--- config.mk ---
export PLATFORM = sky130hd
export DESIGN_NAME = l2cache_dfp_responder
export DESIGN_NICKNAME = d
export VERILOG_FILES = /design/src/rtl/cache_types.sv /design/src/rtl/line_beat_buffer.sv /design/src/rtl/l2cache_dfp_responder.sv
export SDC_FILE = /design/constraint.sdc
export NUM_CORES = 1
export LEC_CHECK = 0
export BUFFER_PORTS_ARGS = -buffer_cell sky130_fd_sc_hd__clkbuf_2
export CAP_MARGIN = 10
export CORE_UTILIZATION = 30
export DETAILED_ROUTE_END_ITERATION = 8
export GPL_TIMING_DRIVEN = 0
export PLACE_DENSITY = 0.62
export SLEW_MARGIN = 20
export SYNTH_ARGS = -nofsm -noshare
export SYNTH_HDL_FRONTEND = slang
export SYNTH_SLANG_ARGS = --single-unit
export TNS_END_PERCENT = 20
--- constraint.sdc ---
create_clock -name clk -period 18.71 [get_ports clk]
set_input_delay 0.9355 -clock clk [delete_from_list [all_inputs] [get_ports clk]]
set_output_delay 0.9355 -clock clk [all_outputs]
set_load 0.05 [all_outputs]
--- src/rtl/cache_types.sv ---
// Shared L2 cache types and width defaults.
// Contents:
//   DEFAULT_LINE_WIDTH / DEFAULT_BEAT_WIDTH - line and bmem beat widths used as
//                                             parameter defaults by L2 blocks
//   responder_state_t                       - DFP responder FSM encoding
package cache_types;

    localparam int DEFAULT_LINE_WIDTH = 256;
    localparam int DEFAULT_BEAT_WIDTH = 64;

    typedef enum logic [2:0] {
        IDLE        = 3'd0,
        WRITE_BURST = 3'd1,
        READ_REQ    = 3'd2,
        READ_BURST  = 3'd3,
        RESP        = 3'd4
    } responder_state_t;

endpackage

--- src/rtl/line_beat_buffer.sv ---
// Line-wide staging register shared by write drain and read fill.
// Ports:
//   clk, rst    - clock, async active-high reset (clears the line)
//   load        - capture load_line whole (write acceptance)
//   load_line   - full line to capture
//   beat_we     - write beat_in into slice beat_idx (read fill)
//   beat_idx    - beat index for both the write port and the read mux
//   beat_in     - beat to write
//   beat_out    - slice beat_idx of the current line (write drain)
//   line_next   - line value after this cycle's load/beat write
module line_beat_buffer
    import cache_types::*;
#(
    parameter int LINE_WIDTH = DEFAULT_LINE_WIDTH,
    parameter int BEAT_WIDTH = DEFAULT_BEAT_WIDTH,
    parameter int IDX_WIDTH  = 2
) (
    input  logic                  clk,
    input  logic                  rst,
    input  logic                  load,
    input  logic [LINE_WIDTH-1:0] load_line,
    input  logic                  beat_we,
    input  logic [IDX_WIDTH-1:0]  beat_idx,
    input  logic [BEAT_WIDTH-1:0] beat_in,
    output logic [BEAT_WIDTH-1:0] beat_out,
    output logic [LINE_WIDTH-1:0] line_next
);

    logic [LINE_WIDTH-1:0] line_q;

    always_comb begin
        line_next = line_q;
        if (load) begin
            line_next = load_line;
        end else if (beat_we) begin
            line_next[beat_idx*BEAT_WIDTH +: BEAT_WIDTH] = beat_in;
        end
    end

    always_ff @(posedge clk or posedge rst) begin
        if (rst) begin
            line_q <= '0;
        end else begin
            line_q <= line_next;
        end
    end

    assign beat_out = line_q[beat_idx*BEAT_WIDTH +: BEAT_WIDTH];

endmodule

--- src/rtl/l2cache_dfp_responder.sv ---
// L2 downstream-port responder: turns a held whole-line read/write request into
// a fixed-length beat burst on the bmem interface and pulses dfp_resp on completion.
// Ports:
//   clk, rst                        - clock, async active-high reset
//   dfp_addr/read/write/wdata       - line request from the L2 controller (held until dfp_resp)
//   dfp_rdata, dfp_resp             - completed read line, one-cycle completion pulse
//   bmem_addr/read/write/wdata      - burst command / write beats toward memory
//   bmem_ready                      - memory accepts command or beat this cycle
//   bmem_rdata, bmem_rvalid         - read beats from memory
//
// state       | meaning
// IDLE        | waiting for dfp_write (priority) or dfp_read
// WRITE_BURST | driving write beats, advancing on bmem_ready
// READ_REQ    | holding the read command until bmem_ready
// READ_BURST  | collecting rvalid beats into the line buffer
// RESP        | one-cycle dfp_resp, then IDLE
module l2cache_dfp_responder
    import cache_types::*;
#(
    parameter int ADDR_WIDTH = 32,
    parameter int LINE_WIDTH = DEFAULT_LINE_WIDTH,
    parameter int BEAT_WIDTH = DEFAULT_BEAT_WIDTH
) (
    input  logic                  clk,
    input  logic                  rst,
    input  logic [ADDR_WIDTH-1:0] dfp_addr,
    input  logic                  dfp_read,
    input  logic                  dfp_write,
    input  logic [LINE_WIDTH-1:0] dfp_wdata,
    output logic [LINE_WIDTH-1:0] dfp_rdata,
    output logic                  dfp_resp,
    output logic [ADDR_WIDTH-1:0] bmem_addr,
    output logic                  bmem_read,
    output logic                  bmem_write,
    output logic [BEAT_WIDTH-1:0] bmem_wdata,
    input  logic                  bmem_ready,
    input  logic [BEAT_WIDTH-1:0] bmem_rdata,
    input  logic                  bmem_rvalid
);

    localparam int BEATS     = LINE_WIDTH / BEAT_WIDTH;
    localparam int CNT_WIDTH = (BEATS > 1) ? $clog2(BEATS) : 1;
    localparam logic [CNT_WIDTH-1:0]  LAST_BEAT = CNT_WIDTH'(BEATS - 1);
    localparam logic [ADDR_WIDTH-1:0] LINE_MASK = ~ADDR_WIDTH'(LINE_WIDTH / 8 - 1);

    responder_state_t      state;
    logic [CNT_WIDTH-1:0]  beat_cnt;
    logic [ADDR_WIDTH-1:0] addr_q;
    logic [LINE_WIDTH-1:0] rdata_q;

    logic                  last_beat;
    logic                  accept_write;
    logic                  fill_beat;
    logic [LINE_WIDTH-1:0] line_next;
    logic [BEAT_WIDTH-1:0] beat_out;

    assign last_beat    = (beat_cnt == LAST_BEAT);
    assign accept_write = (state == IDLE) && dfp_write;
    // Beats arriving outside READ_BURST must not touch the buffer: during a
    // write it still holds the line being drained.
    assign fill_beat    = (state == READ_BURST) && bmem_rvalid;

    line_beat_buffer #(
        .LINE_WIDTH (LINE_WIDTH),
        .BEAT_WIDTH (BEAT_WIDTH),
        .IDX_WIDTH  (CNT_WIDTH)
    ) u_line_buf (
        .clk       (clk),
        .rst       (rst),
        .load      (accept_write),
        .load_line (dfp_wdata),
        .beat_we   (fill_beat),
        .beat_idx  (beat_cnt),
        .beat_in   (bmem_rdata),
        .beat_out  (beat_out),
        .line_next (line_next)
    );

    always_ff @(posedge clk or posedge rst) begin
        if (rst) begin
            state    <= IDLE;
            beat_cnt <= '0;
            addr_q   <= '0;
            rdata_q  <= '0;
        end else begin
            case (state)
                IDLE: begin
                    if (dfp_write) begin
                        addr_q   <= dfp_addr & LINE_MASK;
                        beat_cnt <= '0;
                        state    <= WRITE_BURST;
                    end else if (dfp_read) begin
                        addr_q   <= dfp_addr & LINE_MASK;
                        beat_cnt <= '0;
                        state    <= READ_REQ;
                    end
                end
                WRITE_BURST: begin
                    if (bmem_ready) begin
                        if (last_beat) begin
                            state <= RESP;
                        end else begin
                            beat_cnt <= beat_cnt + 1'b1;
                        end
                    end
                end
                READ_REQ: begin
                    if (bmem_ready) begin
                        state <= READ_BURST;
                    end
                end
                READ_BURST: begin
                    if (bmem_rvalid) begin
                        if (last_beat) begin
                            // Capture the completed line so dfp_rdata holds
                            // steady while later bursts reuse the buffer.
                            rdata_q <= line_next;
                            state   <= RESP;
                        end else begin
                            beat_cnt <= beat_cnt + 1'b1;
                        end
                    end
                end
                RESP: begin
                    state <= IDLE;
                end
                default: begin
                    state <= IDLE;
                end
            endcase
        end
    end

    assign dfp_resp   = (state == RESP);
    assign dfp_rdata  = rdata_q;
    assign bmem_read  = (state == READ_REQ);
    assign bmem_write = (state == WRITE_BURST);
    assign bmem_addr  = addr_q;
    assign bmem_wdata = beat_out;

endmodule

# After elaboration in Yosys (flattened, before gate mapping)
# Cells that the tools add are included.
[word_totals]
regBits = 549
latchBits = 0
mem_bits_rw = 0
rom_bits = 0
in_bits = 358
wordCells = 46
n_memories = 0
[op_classes]
add_sub_neg = 2
mul = 0
div = 0
magnitude_cmp = 0
n_eq_ne = 9
shifts = 3
n_mux = 18
bitwise = 0
n_reduce_logical = 9
[ops]
columns = ["operator", "n"]
rows = [
  ["$mux 256", 2],
  ["$bwmux 256", 1],
  ["$shift 64x34->256 const A", 1],
  ["$shiftx 256x9->64", 1],
  ["$shiftx 64x34->256", 1],
  ["$mux 32", 2],
  ["$neg 8->34", 1],
  ["$mux 3", 6],
  ["$pmux 3 s4", 1],
  ["$mux 2", 5],
  ["$reduce_and 4->1", 2],
  ["$eq 3x2->1 const B", 2],
  ["$pmux 2 s3", 1],
  ["$ne 2x1->1 const B", 2],
  ["$eq 3x1->1 const B", 1],
  ["$eq 3x3->1 const B", 1],
  ["$logic_not 3->1", 1],
  ["$ne 3x3->1 const B", 1],
  ["$reduce_and 3->1", 1],
  ["$reduce_bool 3->1", 1],
  ["$add 2x1->2 const B", 1],
  ["$eq 2x2->1 const B", 1],
  ["$logic_and 1x1->1", 2],
  ["$ne 2x2->1 const B", 1],
  ["2 further kinds", 2],
]

# Longest topological paths before layout
[logic_depth]
ltp_word = 5
depth_mapped = 12
mapped_depth_nobuf = 5

# Modules after synthesis
# A second synthesis with hierarchy kept.
[unflattened]
hier_cells = 2185
hier_area_um2 = 26135.1
[modules_own_cells]
columns = ["module", "instances", "cells_each", "area_per_inst_um2", "seq_area_each_um2"]
rows = [
  ["line_beat_buffer", 1, 1541, 15130.8, 6406.1],
  ["l2cache_dfp_responder", 1, 644, 11004.3, 7206.9],
]

# Least setup slack after synthesis
# OpenSTA, ideal clock, no wires.
[synth_path]
kind = "reg-to-reg"
from = "register beat_cnt[0]"
to = "register u_line_buf.line_q[131]"
setup_time_ns = 0.126
arrival_ns = 2.626
setup_slack_ns = 15.958
stages_incl_launch_ff = 13
cell_sequence = "dfrtp_1 > buf_2 > buf_4 > buf_2 > inv_1 > ha_1 > buf_2 > nor4b_2 > buf_2 > and3_1 > buf_6 > buf_6 > a221o_1"
[synth_via]
elab_chain_len = 5
word_cells_on_any_way = 6
[synth_lines]
columns = ["element", "line", "text"]
rows = [
  ["start: declaration", "l2cache_dfp_responder.sv:47", "logic [CNT_WIDTH-1:0] beat_cnt;"],
  ["start signal: assignment", "l2cache_dfp_responder.sv:103", "beat_cnt <= beat_cnt + 1'b1;"],
  ["start signal: assignment", "l2cache_dfp_responder.sv:120", "beat_cnt <= beat_cnt + 1'b1;"],
  ["$neg 8->34 (*)", "line_beat_buffer.sv:36", "line_next[beat_idx*BEAT_WIDTH +: BEAT_WIDTH] = beat_in;"],
  ["$shiftx 64x34->256 or $shift 64x34->256 (tied branches)", "line_beat_buffer.sv:36", ""],
  ["$bwmux 256 (*)", "line_beat_buffer.sv:36", ""],
  ["$mux 256 (*)", "line_beat_buffer.sv:35", "end else if (beat_we) begin"],
  ["$mux 256 (*)", "line_beat_buffer.sv:33", "if (load) begin"],
  ["via line_next[131]", "l2cache_dfp_responder.sv:54", "logic [LINE_WIDTH-1:0] line_next;"],
  ["end signal: assignment", "line_beat_buffer.sv:44", "line_q <= line_next;"],
  ["end: declaration", "line_beat_buffer.sv:29", "logic [LINE_WIDTH-1:0] line_q;"],
]
# The timed path passes the listed nets; every way through them passes the cells marked *.
# A chain may end at the register's enable or synchronous reset.

# Worst setup path in the final report
[layout_path]
from = "register beat_cnt[1]"
to = "register u_line_buf.line_q[204]"
# The elaborated chain is that of the path after synthesis.

==> results.md <==
* Gpl congestion at 0.931
* Syn avg cell area at 9.84 um^2
* Max Clk Rate at 201 MHz
* Synth cell types at 50
* Die area at 0.0931 mm^2
* Via count at 28400
* First-pass GRT wire length at 205000 um
* Initial Util at 0.304
* Relative slew slack at 0.195
* Routed wl met2 at 67400 um
* Top cells by count, synth: 544 x dfrtp_1, 453 x o21ai_0, 350 x nand2_1
* PD cells at 214 mW/mm^2
* HP Class: in2async
* NetSw at 0.00391 W
* Flops & latches, synth at 544
* Port Buf Inserts at 702
* Drt pass-1 iters at 6
* Vias in the first global route at 27500
* Cell with the most instances after synthesis: dfrtp_1
* WL met3 at 14300 um
* Skew-Pair Late Insertion Delay at 0.62 ns
* Core area at 0.0906 mm^2
* WP data arrival at 5.50 ns
* Status: complete, no violations
* Chip height at 305 um
* Largest net degree at the start of global routing at 101
* CP required at 19.24 ns
* Final core utilization at 0.388
* Reg2reg setup slack at 13.74 ns
* Final Hold Viols at 0
* Asr flop ratio synth at 1.00
* Nets at 3948
* Crit end category: flop
* Reg clk slew, reported paths at 0.06 ns
* Number of synthesized flops with an enable pin at 0
* Synthesis Warnings at 0
* # IOs at 713
* Clock period minus worst slack at 4.97 ns
* Switching share of power at 0.520
* Total GRT Usage at 0.307
* Main synth FF type: dfrtp_1
* Row cnt at 110
* CP Class: reg2reg
* Die width at 305 um
* Crit path from: beat_cnt[1]
* Worst-path maximum fanout at 10
* Final WL at 147000 um
* Max Slew Vio Count at 0
* Num CTS Buffers at 68
* Peak VDD IR at 0.106 mV
* CTS tree: done
* Final ANT Viol Nets at 0
* CTS resizes at 0
* Actual slew at the worst max-slew pin at 1.21 ns
* Routed WL per cell at 30.5 um
* Maxcap violations at 0
* RSZ-0062 raised after global routing: false
* Root Driver: clkbuf_16
* Drc violations at 0
* CTS Hold Bufs at 0
* Initial antenna violation count at 23
* Flop pwr share at 0.272
* Synthesized instance count at 2802
* Pleak at 15.9 nW
* Cell area after synthesis at 0.0276 mm^2
* Area leader, netlist: dfrtp_1
* Layout cell share with drive strength beyond 1 at 0.289
* Final worst clock skew at 0.0264 ns
* H-tree depth at 3
* Sequential area share after synthesis at 0.494
* Max clock buf depth at 3
* Met1 wire length at 57400 um
* Internal power at 0.00360 W
* Reg2Reg Depth at 9
* Final Cycle Share at 0.266
* Clock power frac at 0.189
* DR iter-0 viols at 3314
* CP startpoint kind: flop
* Final Setup Violations at 0
* CP endpoint: u_line_buf.line_q[204]
* Layout Area Growth over Synthesis at 27.4%
* Top post-synthesis cells by area: dfrtp_1 49%, o21ai_0 8.2%, a31oi_1 5.5%
* DP HPWL at 109000 um
* Hold slack at 0.389 ns
* DR vias/cell at 5.88
* Setup TNS at 0 ns
* GRT Residual Overflow at 0
* Combinational Power Share at 0.539
* Number of setup buffers added after CTS at 0
* R2r endpoint: u_line_buf.line_q[204]
* Clk sinks at 544
* Worst r2r src: beat_cnt[1]
* Synth top area share at 0.494
* Highest routed layer: met5
[cell usage in the layout, fill, tap and decap left out, drive strengths merged, types with 8 or more instances in the layout]
master,n
nand2,350
nor2b,193
inv,9
nand4,181
clkinv,8
and2,66
bufinv,9
clkbuf,991
o211ai,141
mux2,27
mux4,64
a221o,63
buf,133
dfrtp,544
a31oi,244
o21ai,501
diode,11
nand3,13
nor2,56
[metal layers]
| layer | track usage | vias to the layer above |
|---|---|---|
| met5 | 0 | - |
| met1 | 0.395 | 14200 |
| li1 | - | 11900 |
| met4 | 0.152 | 12 |
| met3 | 0.0707 | 374 |
| met2 | 0.484 | 1862 |
[sequential cells by signal (all words and copies together) (netlist names)]
| signal | cells |
|---|---|
| dfp_rdata | 256 |
| u_line_buf.line_q | 256 |
| bmem_addr | 27 |
| state | 3 |
| beat_cnt | 2 |
[how the worst min path moves through the flow]
stage	startpoint	to	slack [ns]	depth (start not counted)
2_1_floorplan	u_line_buf.line_q[128]	u_line_buf.line_q[128]	0.49	1
5_1_grt	rst	dfp_rdata[138]	0.45	2
3_5_place_dp	bmem_addr[8]	bmem_addr[8]	0.50	1
3_3_place_gp	dfp_rdata[204]	dfp_rdata[204]	0.49	2
4_1_cts	rst	dfp_rdata[136]	0.40	2
6_report	rst	dfp_rdata[136]	0.39	2
[power groups by stage]
stage | Combinational [W] | Sequential (W) | Clock (W)
final | 0.00404 | 0.00204 | 0.00142
after global routing | 0.00422 | 0.00207 | 0.00147
after CTS | 0.00401 | 0.00201 | 0.00143
after detailed placement | 0.00400 | 0.00203 | 0
after global placement | 0.00396 | 0.00203 | 0
after floorplan | 0.00198 | 0.00267 | 0
[kinds of logic after synthesis]
family                     share of synthesized area
AOI/OAI and AO/OA                              0.210
adders and majority gates                    0.00227
buffers and inverters                         0.0643
DFF                                            0.494
muxes                                         0.0640
other                                       0.000136
and+or+nand+nor                                0.166
[cell type report]
cell class,instances,area [um^2]
antenna,11,27.5
fill,9253,55400
multi-input combinational,1938,12200
sequential,544,13600
timing repair buffer,709,3680
clock buffer,97,1950
inverter,6,30.0
buffer,318,1760
tap,1176,1470
clock inverter,25,397
[per-stage QoR]
| step | instances | total power (W) | area [um^2] | setup WS [ns] |
|---|---|---|---|---|
| floorplan | 2806 | 0.00465 | 27600 | 2.57 |
| global placement | 4684 | 0.00598 | 32600 | -4.55 |
| detailed placement | 4691 | 0.00603 | 32800 | 13.79 |
| CTS | 4813 | 0.00745 | 35100 | 13.78 |
| global route | 4821 | 0.00777 | 35100 | 13.70 |
| finish | 4824 | 0.00750 | 35100 | 13.74 |
[critical path, stage by stage, from the launching register on]
cell and delay, ns:
dfrtp_1 0.42, clkbuf_1 0.74, buf_1 0.77, inv_1 0.25, ha_1 0.33, buf_2 0.18
nor4b_4 0.94, clkbuf_1 0.73, nand4_1 0.25, a31oi_1 0.27
(Power assumes the default switching activity.)
